`src/rtl/swhw_msg_pkg.sv`:
```
// Message-type encoding and lane indices shared by the outbound TX path.
package swhw_msg_pkg;

  typedef enum logic [7:0] {
    SWHW_MSG_TYPE_NONE                 = 8'h00,
    SWHW_MSG_TYPE_SESSION_REGISTRATION = 8'h01,
    SWHW_MSG_TYPE_VENUE_BOUND_WRAPPED  = 8'h02
  } swhw_msg_type_enum_t;

  localparam int LANE_CONTROLLER = 0;
  localparam int LANE_OUTBOUND   = 1;

  function automatic logic [15:0] sat_inc16(input logic [15:0] v);
    return (v == 16'hFFFF) ? v : v + 16'd1;
  endfunction

endpackage

```
`src/rtl/axis_sync_fifo.sv`:
```
// First-word-fall-through FIFO: a write is visible on rd_dat the cycle after it lands.
// full/empty come straight from registers, so a pop never frees space for a same-cycle write.
module axis_sync_fifo #(
  parameter int DATA_W = 8,
  parameter int DEPTH  = 16
) (
  input  logic              clk,
  input  logic              rst,
  input  logic              wr_vld,
  input  logic [DATA_W-1:0] wr_dat,
  output logic              full,
  output logic              rd_vld,
  output logic [DATA_W-1:0] rd_dat,
  input  logic              rd_rdy
);

  localparam int AW = $clog2(DEPTH);
  localparam int CW = AW + 1;

  logic [DATA_W-1:0] mem_q [DEPTH];
  logic [AW-1:0]     wr_ptr_q, wr_ptr_d, rd_ptr_q, rd_ptr_d;
  logic [CW-1:0]     cnt_q, cnt_d;
  logic              full_q, full_d, empty_q, empty_d;
  logic              push, pop;

  always_comb begin
    push     = wr_vld && !full_q;
    pop      = rd_rdy && !empty_q;
    wr_ptr_d = wr_ptr_q + AW'(push);
    rd_ptr_d = rd_ptr_q + AW'(pop);
    cnt_d    = cnt_q + CW'(push) - CW'(pop);
    full_d   = (cnt_d == CW'(DEPTH));
    empty_d  = (cnt_d == '0);
  end

  always_ff @(posedge clk) begin
    if (rst) begin
      wr_ptr_q <= '0;
      rd_ptr_q <= '0;
      cnt_q    <= '0;
      full_q   <= 1'b0;
      empty_q  <= 1'b1;
    end else begin
      wr_ptr_q <= wr_ptr_d;
      rd_ptr_q <= rd_ptr_d;
      cnt_q    <= cnt_d;
      full_q   <= full_d;
      empty_q  <= empty_d;
    end
  end

  always_ff @(posedge clk) begin
    if (push) mem_q[wr_ptr_q] <= wr_dat;
  end

  assign full   = full_q;
  assign rd_vld = !empty_q;
  assign rd_dat = mem_q[rd_ptr_q];

endmodule

```
`src/rtl/axis_lane_replicator.sv`:
```
// Routes each packet by its first-beat type byte to a lane mask and copies it into per-lane FIFOs.
// One cycle accept-to-output; input stalls only while a lane in the packet's mask has a full FIFO.
module axis_lane_replicator
  import swhw_msg_pkg::*;
#(
  parameter int                      DATA_W       = 32,
  parameter int                      NUM_TX_LANES = 2,
  parameter int                      FIFO_DEPTH   = 16,
  parameter logic [NUM_TX_LANES-1:0] REG_MASK     = '1,
  parameter logic [NUM_TX_LANES-1:0] VBW_MASK     = '1
) (
  input  logic                    tx_clk,
  input  logic                    tx_rst,
  input  logic                    s_axis_tvalid,
  input  logic [DATA_W-1:0]       s_axis_tdata,
  input  logic [DATA_W/8-1:0]     s_axis_tkeep,
  input  logic                    s_axis_tlast,
  output logic                    s_axis_tready,
  input  logic [NUM_TX_LANES-1:0] lane_enable,
  output logic                    m_axis_tvalid [NUM_TX_LANES-1:0],
  output logic [DATA_W-1:0]       m_axis_tdata  [NUM_TX_LANES-1:0],
  output logic [DATA_W/8-1:0]     m_axis_tkeep  [NUM_TX_LANES-1:0],
  output logic                    m_axis_tlast  [NUM_TX_LANES-1:0],
  input  logic                    m_axis_tready [NUM_TX_LANES-1:0],
  output logic [31:0]             pkt_count,
  output logic [15:0]             drop_count
);

  localparam int KEEP_W = DATA_W / 8;
  localparam int PW     = DATA_W + KEEP_W + 1;

  typedef enum logic [1:0] {ST_IDLE, ST_FWD, ST_DROP} state_e;

  state_e                  state_q, state_d;
  logic [NUM_TX_LANES-1:0] mask_q, mask_d;
  logic [31:0]             pkt_cnt_q, pkt_cnt_d;
  logic [15:0]             drop_cnt_q, drop_cnt_d;
  logic [NUM_TX_LANES-1:0] type_mask, cur_mask, lane_full, lane_wr;
  logic                    accept;
  logic [PW-1:0]           wr_dat;
  logic [PW-1:0]           lane_rd_dat [NUM_TX_LANES];

  always_comb begin
    type_mask = '0;
    case (s_axis_tdata[7:0])
      8'(SWHW_MSG_TYPE_SESSION_REGISTRATION): type_mask = REG_MASK;
      8'(SWHW_MSG_TYPE_VENUE_BOUND_WRAPPED):  type_mask = VBW_MASK;
      default:                                type_mask = '0;
    endcase
  end

  always_comb begin
    state_d    = state_q;
    mask_d     = mask_q;
    pkt_cnt_d  = pkt_cnt_q;
    drop_cnt_d = drop_cnt_q;

    // In IDLE the mask comes from the beat on the bus; afterwards it is frozen for the packet.
    cur_mask = (state_q == ST_IDLE) ? (type_mask & lane_enable) : mask_q;

    if (tx_rst)                  s_axis_tready = 1'b0;
    else if (state_q == ST_DROP) s_axis_tready = 1'b1;
    else                         s_axis_tready = ~|(cur_mask & lane_full);

    accept  = s_axis_tvalid && s_axis_tready;
    lane_wr = (accept && state_q != ST_DROP) ? cur_mask : '0;

    case (state_q)
      ST_IDLE: begin
        if (accept) begin
          if (|cur_mask) begin
            mask_d = cur_mask;
            if (s_axis_tlast) pkt_cnt_d = pkt_cnt_q + 32'd1;
            else              state_d   = ST_FWD;
          end else begin
            if (s_axis_tlast) drop_cnt_d = sat_inc16(drop_cnt_q);
            else              state_d    = ST_DROP;
          end
        end
      end
      ST_FWD: begin
        if (accept && s_axis_tlast) begin
          state_d   = ST_IDLE;
          pkt_cnt_d = pkt_cnt_q + 32'd1;
        end
      end
      ST_DROP: begin
        if (accept && s_axis_tlast) begin
          state_d    = ST_IDLE;
          drop_cnt_d = sat_inc16(drop_cnt_q);
        end
      end
      default: state_d = ST_IDLE;
    endcase
  end

  always_ff @(posedge tx_clk) begin
    if (tx_rst) begin
      state_q    <= ST_IDLE;
      mask_q     <= '0;
      pkt_cnt_q  <= '0;
      drop_cnt_q <= '0;
    end else begin
      state_q    <= state_d;
      mask_q     <= mask_d;
      pkt_cnt_q  <= pkt_cnt_d;
      drop_cnt_q <= drop_cnt_d;
    end
  end

  assign wr_dat     = {s_axis_tlast, s_axis_tkeep, s_axis_tdata};
  assign pkt_count  = pkt_cnt_q;
  assign drop_count = drop_cnt_q;

  for (genvar i = 0; i < NUM_TX_LANES; i++) begin : g_lane
    axis_sync_fifo #(
      .DATA_W (PW),
      .DEPTH  (FIFO_DEPTH)
    ) u_fifo (
      .clk    (tx_clk),
      .rst    (tx_rst),
      .wr_vld (lane_wr[i]),
      .wr_dat (wr_dat),
      .full   (lane_full[i]),
      .rd_vld (m_axis_tvalid[i]),
      .rd_dat (lane_rd_dat[i]),
      .rd_rdy (m_axis_tready[i])
    );
    assign {m_axis_tlast[i], m_axis_tkeep[i], m_axis_tdata[i]} = lane_rd_dat[i];
  end

endmodule
```
`config.mk`:
```
export PLATFORM = sky130hd
export DESIGN_NAME = axis_lane_replicator
export DESIGN_NICKNAME = d
export VERILOG_FILES = /design/src/rtl/swhw_msg_pkg.sv /design/src/rtl/axis_sync_fifo.sv /design/src/rtl/axis_lane_replicator.sv
export SDC_FILE = /design/constraint.sdc
export NUM_CORES = 1
export LEC_CHECK = 0
export ABC_AREA = 1
export CAP_MARGIN = 40
export CORE_ASPECT_RATIO = 0.75
export CORE_MARGIN = 10
export CORE_UTILIZATION = 40
export DETAILED_ROUTE_END_ITERATION = 10
export PLACE_DENSITY = 0.6
export REMOVE_ABC_BUFFERS = 1
export SLEW_MARGIN = 20
export SYNTH_ARGS = -nofsm -noshare
export SYNTH_HDL_FRONTEND = slang
export SYNTH_SLANG_ARGS = --single-unit
```
`constraint.sdc`:
```
create_clock -name tx_clk -period 4.8 [get_ports tx_clk]
set_input_delay 0.48 -clock tx_clk [delete_from_list [all_inputs] [get_ports tx_clk]]
set_output_delay 0.48 -clock tx_clk [all_outputs]
set_load 0.02 [all_outputs]
```
# [Word-level counts from Yosys, hierarchy flattened]
# Memories as Yosys holds them, arrays and structs flattened. A register that Yosys moved wholly into a read port is not among the register bits.
# Cells that the tools add are included.
[word_totals] inputBits=44 mem_count=2 wordCells=97 register_bits=82 mem_bits_rw=1184
[classes] n_bitwise=2 addsub=10 eq_ne=16 reduce_logical=25 mux=28
[mem_list] memory="g_lane[0].u_fifo.mem_q" words=16 word_bits=37 rd=1 rd_clocked_by_memory_dff=1 wr=1 line="axis_sync_fifo.sv:20" source="logic [DATA_W-1:0] mem_q [DEPTH];"
[mem_list] memory="g_lane[1].u_fifo.mem_q" words=16 word_bits=37 rd=1 rd_clocked_by_memory_dff=1 wr=1 line="axis_sync_fifo.sv:20"
[ops] op="2-to-1 mux 32 bit" n=4
[ops] op="2-to-1 mux 16 bit" n=5
[ops] op="case mux 32 bit (2 select lines)" n=1
[ops] op="adder 32 x 1 -> 32 bit, second input constant" n=1
[ops] op="case mux 16 bit (2 select lines)" n=1
[ops] op="adder 16 x 1 -> 16 bit, second input constant" n=1
[ops] op="adder 4 x 1 -> 4 bit" n=4
[ops] op="equality test 16 bit, second input constant" n=1
[ops] op="2-to-1 mux 2 bit" n=8
[ops] op="inequality test 2 bit, second input constant" n=6
[ops] op="adder 5 x 1 -> 5 bit" n=2
[ops] op="equality test 5 bit, second input constant" n=2
[ops] op="zero test 5 bit" n=2
[ops] op="AND reduction 5 bit" n=2
[ops] op="subtractor 5 x 1 -> 5 bit" n=2
[ops] op="equality test 8 x 1 -> 1 bit, second input constant" n=1
[ops] op="equality test 8 x 2 -> 1 bit, second input constant" n=1
[ops] op="2-to-1 mux 4 bit" n=2
[ops] op="OR reduction 2 bit" n=4
[ops] op="logical AND 1 bit" n=7
[ops] op="2-to-1 mux 1 bit" n=6
[ops] op="inequality test 2 x 1 -> 1 bit, second input constant" n=3
[ops] op="AND reduction 3 bit" n=2
[ops] op="zero test 1 bit" n=5
[ops] op="other kinds (6)" n=8

# [Logic depth before layout (Yosys ltp)]
[logic_depth] ltp_word=17 ltp_mapped=18

# [Hierarchy]
# Synthesis repeated with hierarchy kept, for this count alone.
[hier_totals] hier_cells=5535 area_unflattened_um2=55746.0
[by_module_without_submodules] mod="axis_sync_fifo at g_lane[0].u_fifo" cells_per_inst=2502 area_per_inst_um2=26146.3 seq_area_each_um2=18077.3 n_inst=1
[by_module_without_submodules] mod="axis_sync_fifo at g_lane[1].u_fifo" cells_per_inst=2502 area_per_inst_um2=26140.1 seq_area_each_um2=18077.3 n_inst=1
[by_module_without_submodules] mod="axis_lane_replicator" cells_per_inst=531 area_per_inst_um2=3459.6 seq_area_each_um2=1041.0 n_inst=1

# [Worst setup path after synthesis]
# Ideal clock, no wire load.
[synth_timing] path_kind="flip-flop to flip-flop" from="register state_q[0]" to="memory g_lane[0].u_fifo.mem_q[0][0] in the netlist's numbering (enable)" setup_ns=0.431 required_ns=4.369 t_arrival_ns=3.444 stages_incl_launch_ff=14 path_slack_ns=0.924 cell_sequence="dfxtp_1 > inv_1 > ha_1 > nand2_1 > inv_1 > nand4_1 > nand2_1 > nand2_1 > nand2_1 > a21oi_2 > nand3_1 > nor2_4 > nand3_1 > nor2_1"
[synth_via] elab_chain_cells=13 word_cells_on_any_way=15 cone_classes="eq/ne (2); mux (6); bitwise (1); reduce/logical (6)"
[synth_rtl] element="from (decl)" line="axis_lane_replicator.sv:34" source="state_e state_q, state_d;"
[synth_rtl] element="from (signal assigned)" line="axis_lane_replicator.sv:104" source="state_q <= state_d;"
[synth_rtl] element="zero test 2 bit" line="axis_lane_replicator.sv:59" source="cur_mask = (state_q == ST_IDLE) ? (type_mask & lane_enable) : mask_q;"
[synth_rtl] element="2-to-1 mux 2 bit" line="axis_lane_replicator.sv:59"
[synth_rtl] element="AND 2 bit" line="axis_lane_replicator.sv:63" source="else s_axis_tready = ~|(cur_mask & lane_full);"
[synth_rtl] element="OR reduction 2 bit" line="axis_lane_replicator.sv:63"
[synth_rtl] element="zero test 1 bit" line="axis_lane_replicator.sv:63"
[synth_rtl] element="2-to-1 mux 1 bit *" line="axis_lane_replicator.sv:62" source="else if (state_q == ST_DROP) s_axis_tready = 1'b1;"
[synth_rtl] element="2-to-1 mux 1 bit *" line="axis_lane_replicator.sv:61" source="if (tx_rst) s_axis_tready = 1'b0;"
[synth_rtl] element="named net s_axis_tready" line="axis_lane_replicator.sv:18" source="output logic s_axis_tready,"
[synth_rtl] element="logical AND 1 bit *" line="axis_lane_replicator.sv:65" source="accept = s_axis_tvalid && s_axis_tready;"
[synth_rtl] element="logical AND 1 bit *" line="axis_lane_replicator.sv:66" source="lane_wr = (accept && state_q != ST_DROP) ? cur_mask : '0;"
[synth_rtl] element="2-to-1 mux 2 bit *" line="axis_lane_replicator.sv:66"
[synth_rtl] element="logical AND 1 bit *" line="axis_sync_fifo.sv:27" source="push = wr_vld && !full_q;"
[synth_rtl] element="2-to-1 mux 1 bit *" line="axis_sync_fifo.sv:53" source="if (push) mem_q[wr_ptr_q] <= wr_dat;"
[synth_rtl] element="2-to-1 mux 1 bit (implied by the code) *" line="axis_sync_fifo.sv:53"
[synth_rtl] element="to (decl)" line="axis_sync_fifo.sv:20"
# The timed path passes the listed nets; every way through them passes the cells marked *.

==> impl_metrics.toml <==
[yosys]
synth_cell_types = 29
postSynthCellCount = 3802
syn_area_mm2 = 0.05151
ys_seq_elements = 1266
seq_area_frac_synth = 0.7222
synth.avg_cell_area_um2 = 13.55
yosysWarnings = 0

[drt]
vias_per_cell = 5.316
initialDrtViolationCount = 2775
wl_per_cell_um = 22.26
antenna_left = 0
drc = 0
drt_wl_total_mm = 128.2
via_count = 30620
dr.pass1.iters = 5

[clock_network]
cts_num_sinks = 1266
worstSkewPairLatency_ps = 750
post_cts_buffers = 0
cts_tree = "yes"
cts_buffers = 131
ctsResizeCount = 0
clock-root-buffer = "clkbuf_16"
htree_num_levels = 4
clkTransAtPathRegs_ps = 60
clock_path_buffers = 3
ctsHoldBuffers = 0

[die]
die_w_um = 434.4
start_util = 0.4048
core_mm2 = 0.1272
fp.dieH_um = 330.8
dieArea_mm2 = 0.1437
row_count = 113
ios = 169

[run]
maxCapViolCount = 0

[worst_hold_path]
hold_path_class = "in -> reg"
worstHoldPathCells = 2
min_from = "tx_rst"
holdPathEnd = "g_lane[1].u_fifo.rd_ptr_q[0]$_SDFF_PP0_"

[critical_path]
cp-end-kind = "output port"
startpoint_type = "flip-flop"
r2r-start = "state_q[0]$_SDFFE_PP0P_"
worstPathArrival_ps = 3700
worstSetupPathType = "reg -> out"
reg2reg_slack_ps = 1420
r2r_end = "g_lane[1].u_fifo.mem_q[9][22]$_DFFE_PP_"
reg2reg_depth = 14
critical_path.max_fanout = 49
cp_data_required_time_ps = 4320

[pwr]
ir_drop_mv = 0.3222
power.density_mw_per_mm2 = 433.0
p_total_mw = 25.97
p_leak_nw = 19.67

[placement]
placed_cell_area_mm2 = 0.05585
dp_hpwl_mm = 74.67
io_buffers = 168
globalplace.congestion = 0.8028

[sta]
min_period_ps = 4178
max_freq_mhz = 239.3
clock_skew_ps = 23.86
rsz0062_at_grt = "no"
fin_crit_sh = 0.8705
final-max-slew-violation-count = 0
tightest_slew_ps = 807.1
max-slew-margin-rel = 0.4619
setup_viol = 0
hold_viol = 0

[grt]
antenna_found_initial = 4
gr-total-overflow = 0
grt_max_degree = 100
grt_first_pass_wirelength_mm = 192.6
grt_usage = 0.1761
grt_pass1_vias = 29670

[outcome]
status = "finished clean"

[layout]
layout.nets = 4059
drive_above_1_share = 0.09215
final_cell_area_mm2 = 0.05999
area_delta_synth_final_pct = 16.48
==> flip-flops by register name, indices dropped and copies added (netlist names) <==
register                flops
g_lane.u_fifo.cnt_q        10
g_lane.u_fifo.mem_q      1184
g_lane.u_fifo.empty_q       2
drop_count                 16
pkt_count                  32
mask_q                      2
g_lane.u_fifo.full          2
state_q                     2
g_lane.u_fifo.rd_ptr_q      8
g_lane.u_fifo.wr_ptr_q      8
==> cell families after synthesis <==
kind of cell / Yosys count / synth area share
XOR/XNOR: 51 / 0.008672
multiplexers: 296 / 0.05752
flip-flops: 1266 / 0.7222
adder cells (fa/ha/maj): 25 / 0.006365
AND/OR/NAND/NOR: 517 / 0.04326
buffers and inverters: 617 / 0.04696
AO/OA/AOI/OAI: 1030 / 0.1150
==> how the worst max path moves through the flow <==
stage / startpoint / endpoint / slack (ps) / depth (start not counted)
detailed placement: s_axis_tdata[1] / g_lane[1].u_fifo.mem_q[9][29]$_DFFE_PP_ / 730 / 14
finish: g_lane[1].u_fifo.rd_ptr_q[1]$_SDFF_PP0_ / m_axis_tdata[37] / 620 / 7
global placement: s_axis_tdata[1] / g_lane[1].u_fifo.mem_q[9][12]$_DFFE_PP_ / 760 / 14
CTS: g_lane[1].u_fifo.rd_ptr_q[1]$_SDFF_PP0_ / m_axis_tdata[44] / 530 / 6
global route: g_lane[1].u_fifo.rd_ptr_q[1]$_SDFF_PP0_ / m_axis_tdata[37] / 430 / 7
floorplan: g_lane[1].u_fifo.rd_ptr_q[0]$_SDFF_PP0_ / m_axis_tdata[37] / -6220 / 4
==> area by class of cell <==
cell class,instances,area (µm²)
Sequential cell,1266,37220
Clock inverter,71,641.9
Clock buffer,163,3472
Timing Repair Buffer,286,2983
Multi-Input combinational cell,1919,12130
Antenna cell,1,2.502
Inverter,386,1454
Tap cell,1667,2086
Fill cell,11030,67260
==> cell usage in the layout, fill, tap and decap left out, types with 3 or more instances in the layout <==
cell,n
inv_2,8
nand3_1,108
nor4_1,8
nor3_1,22
nand4_1,13
dfxtp_4,6
ha_1,23
nand2_1,250
buf_4,81
a21oi_1,346
clkbuf_1,28
a21oi_2,8
inv_1,376
o211ai_1,296
xnor2_1,20
clkbuf_16,134
clkinvlp_4,4
xor2_1,31
clkinv_2,16
nand2_2,5
clkinv_1,28
buf_2,11
clkinv_8,3
mux2i_1,296
nor2_1,72
dfxtp_1,74
o21ai_0,380
bufinv_16,9
edfxtp_1,1184
nor2_4,36
buf_12,36
clkdlybuf4s50_1,157
inv_6,8
==> worst max-delay path, cell delays in order, from the launching register on <==
cell and delay, ps:
dfxtp_4 770, buf_4 630, a21oi_1 80, o21ai_0 100
o21ai_0 140, o211ai_1 240, nand2_1 280, clkdlybuf4s50_1 630
==> Yosys cell counts (all sizes together) <==
cell type,instances,area share
nand3,108,0.010
inv,384,0.028
a21oi,354,0.035
nor2,108,0.0085
clkinv,2,0.00015
buf,65,0.0067
o211ai,296,0.043
ha,23,0.0056
nor4,8,0.00097
xnor2,20,0.0034
nand2,255,0.019
fa,2,0.00078
nor3,24,0.0025
mux2i,296,0.058
dfxtp,82,0.032
xor2,31,0.0053
edfxtp,1184,0.69
nand4,14,0.0020
o21ai,380,0.037
clkbuf,166,0.012
==> per-layer routing <==
metal | track usage | up-vias | share of wire
met3 | 0.03476 | 170 | 0.061
met5 | 0 | - | 0.00020
li1 | - | 14390 | -
met4 | 0.05258 | 4 | 0.024
met1 | 0.2543 | 15170 | 0.47
met2 | 0.2685 | 877 | 0.45
==> per-stage QoR <==
| step | setup WS [ps] | std cells | utilization | TNS, ps | hold slack (ps) |
|---|---|---|---|---|---|
| floorplan | -6218 | 3571 | - | -503620 | 480.0 |
| global placement | 758.8 | 5522 | 0.4387 | 0 | 490.7 |
| detailed placement | 733.7 | 5523 | 0.4389 | 0 | 492.9 |
| CTS | 530.1 | 5757 | 0.4712 | 0 | 89.43 |
| global route | 425.3 | 5758 | 0.4714 | 0 | 137.9 |
| finish | 621.6 | 5759 | 0.4715 | 0 | 134.1 |
==> report_power, final <==
| group | internal [mW] | leakage [nW] | total, mW | switching, mW |
|---|---|---|---|---|
| Clock | 5.64 | 2.00 | 9.83 | 4.19 |
| Combinational | 1.50 | 6.36 | 3.93 | 2.43 |
| Sequential | 12.1 | 11.3 | 12.2 | 0.100 |
| Total | 19.3 | 19.7 | 26.0 | 6.72 |
Note: power is estimated with default switching activity, not from simulation.
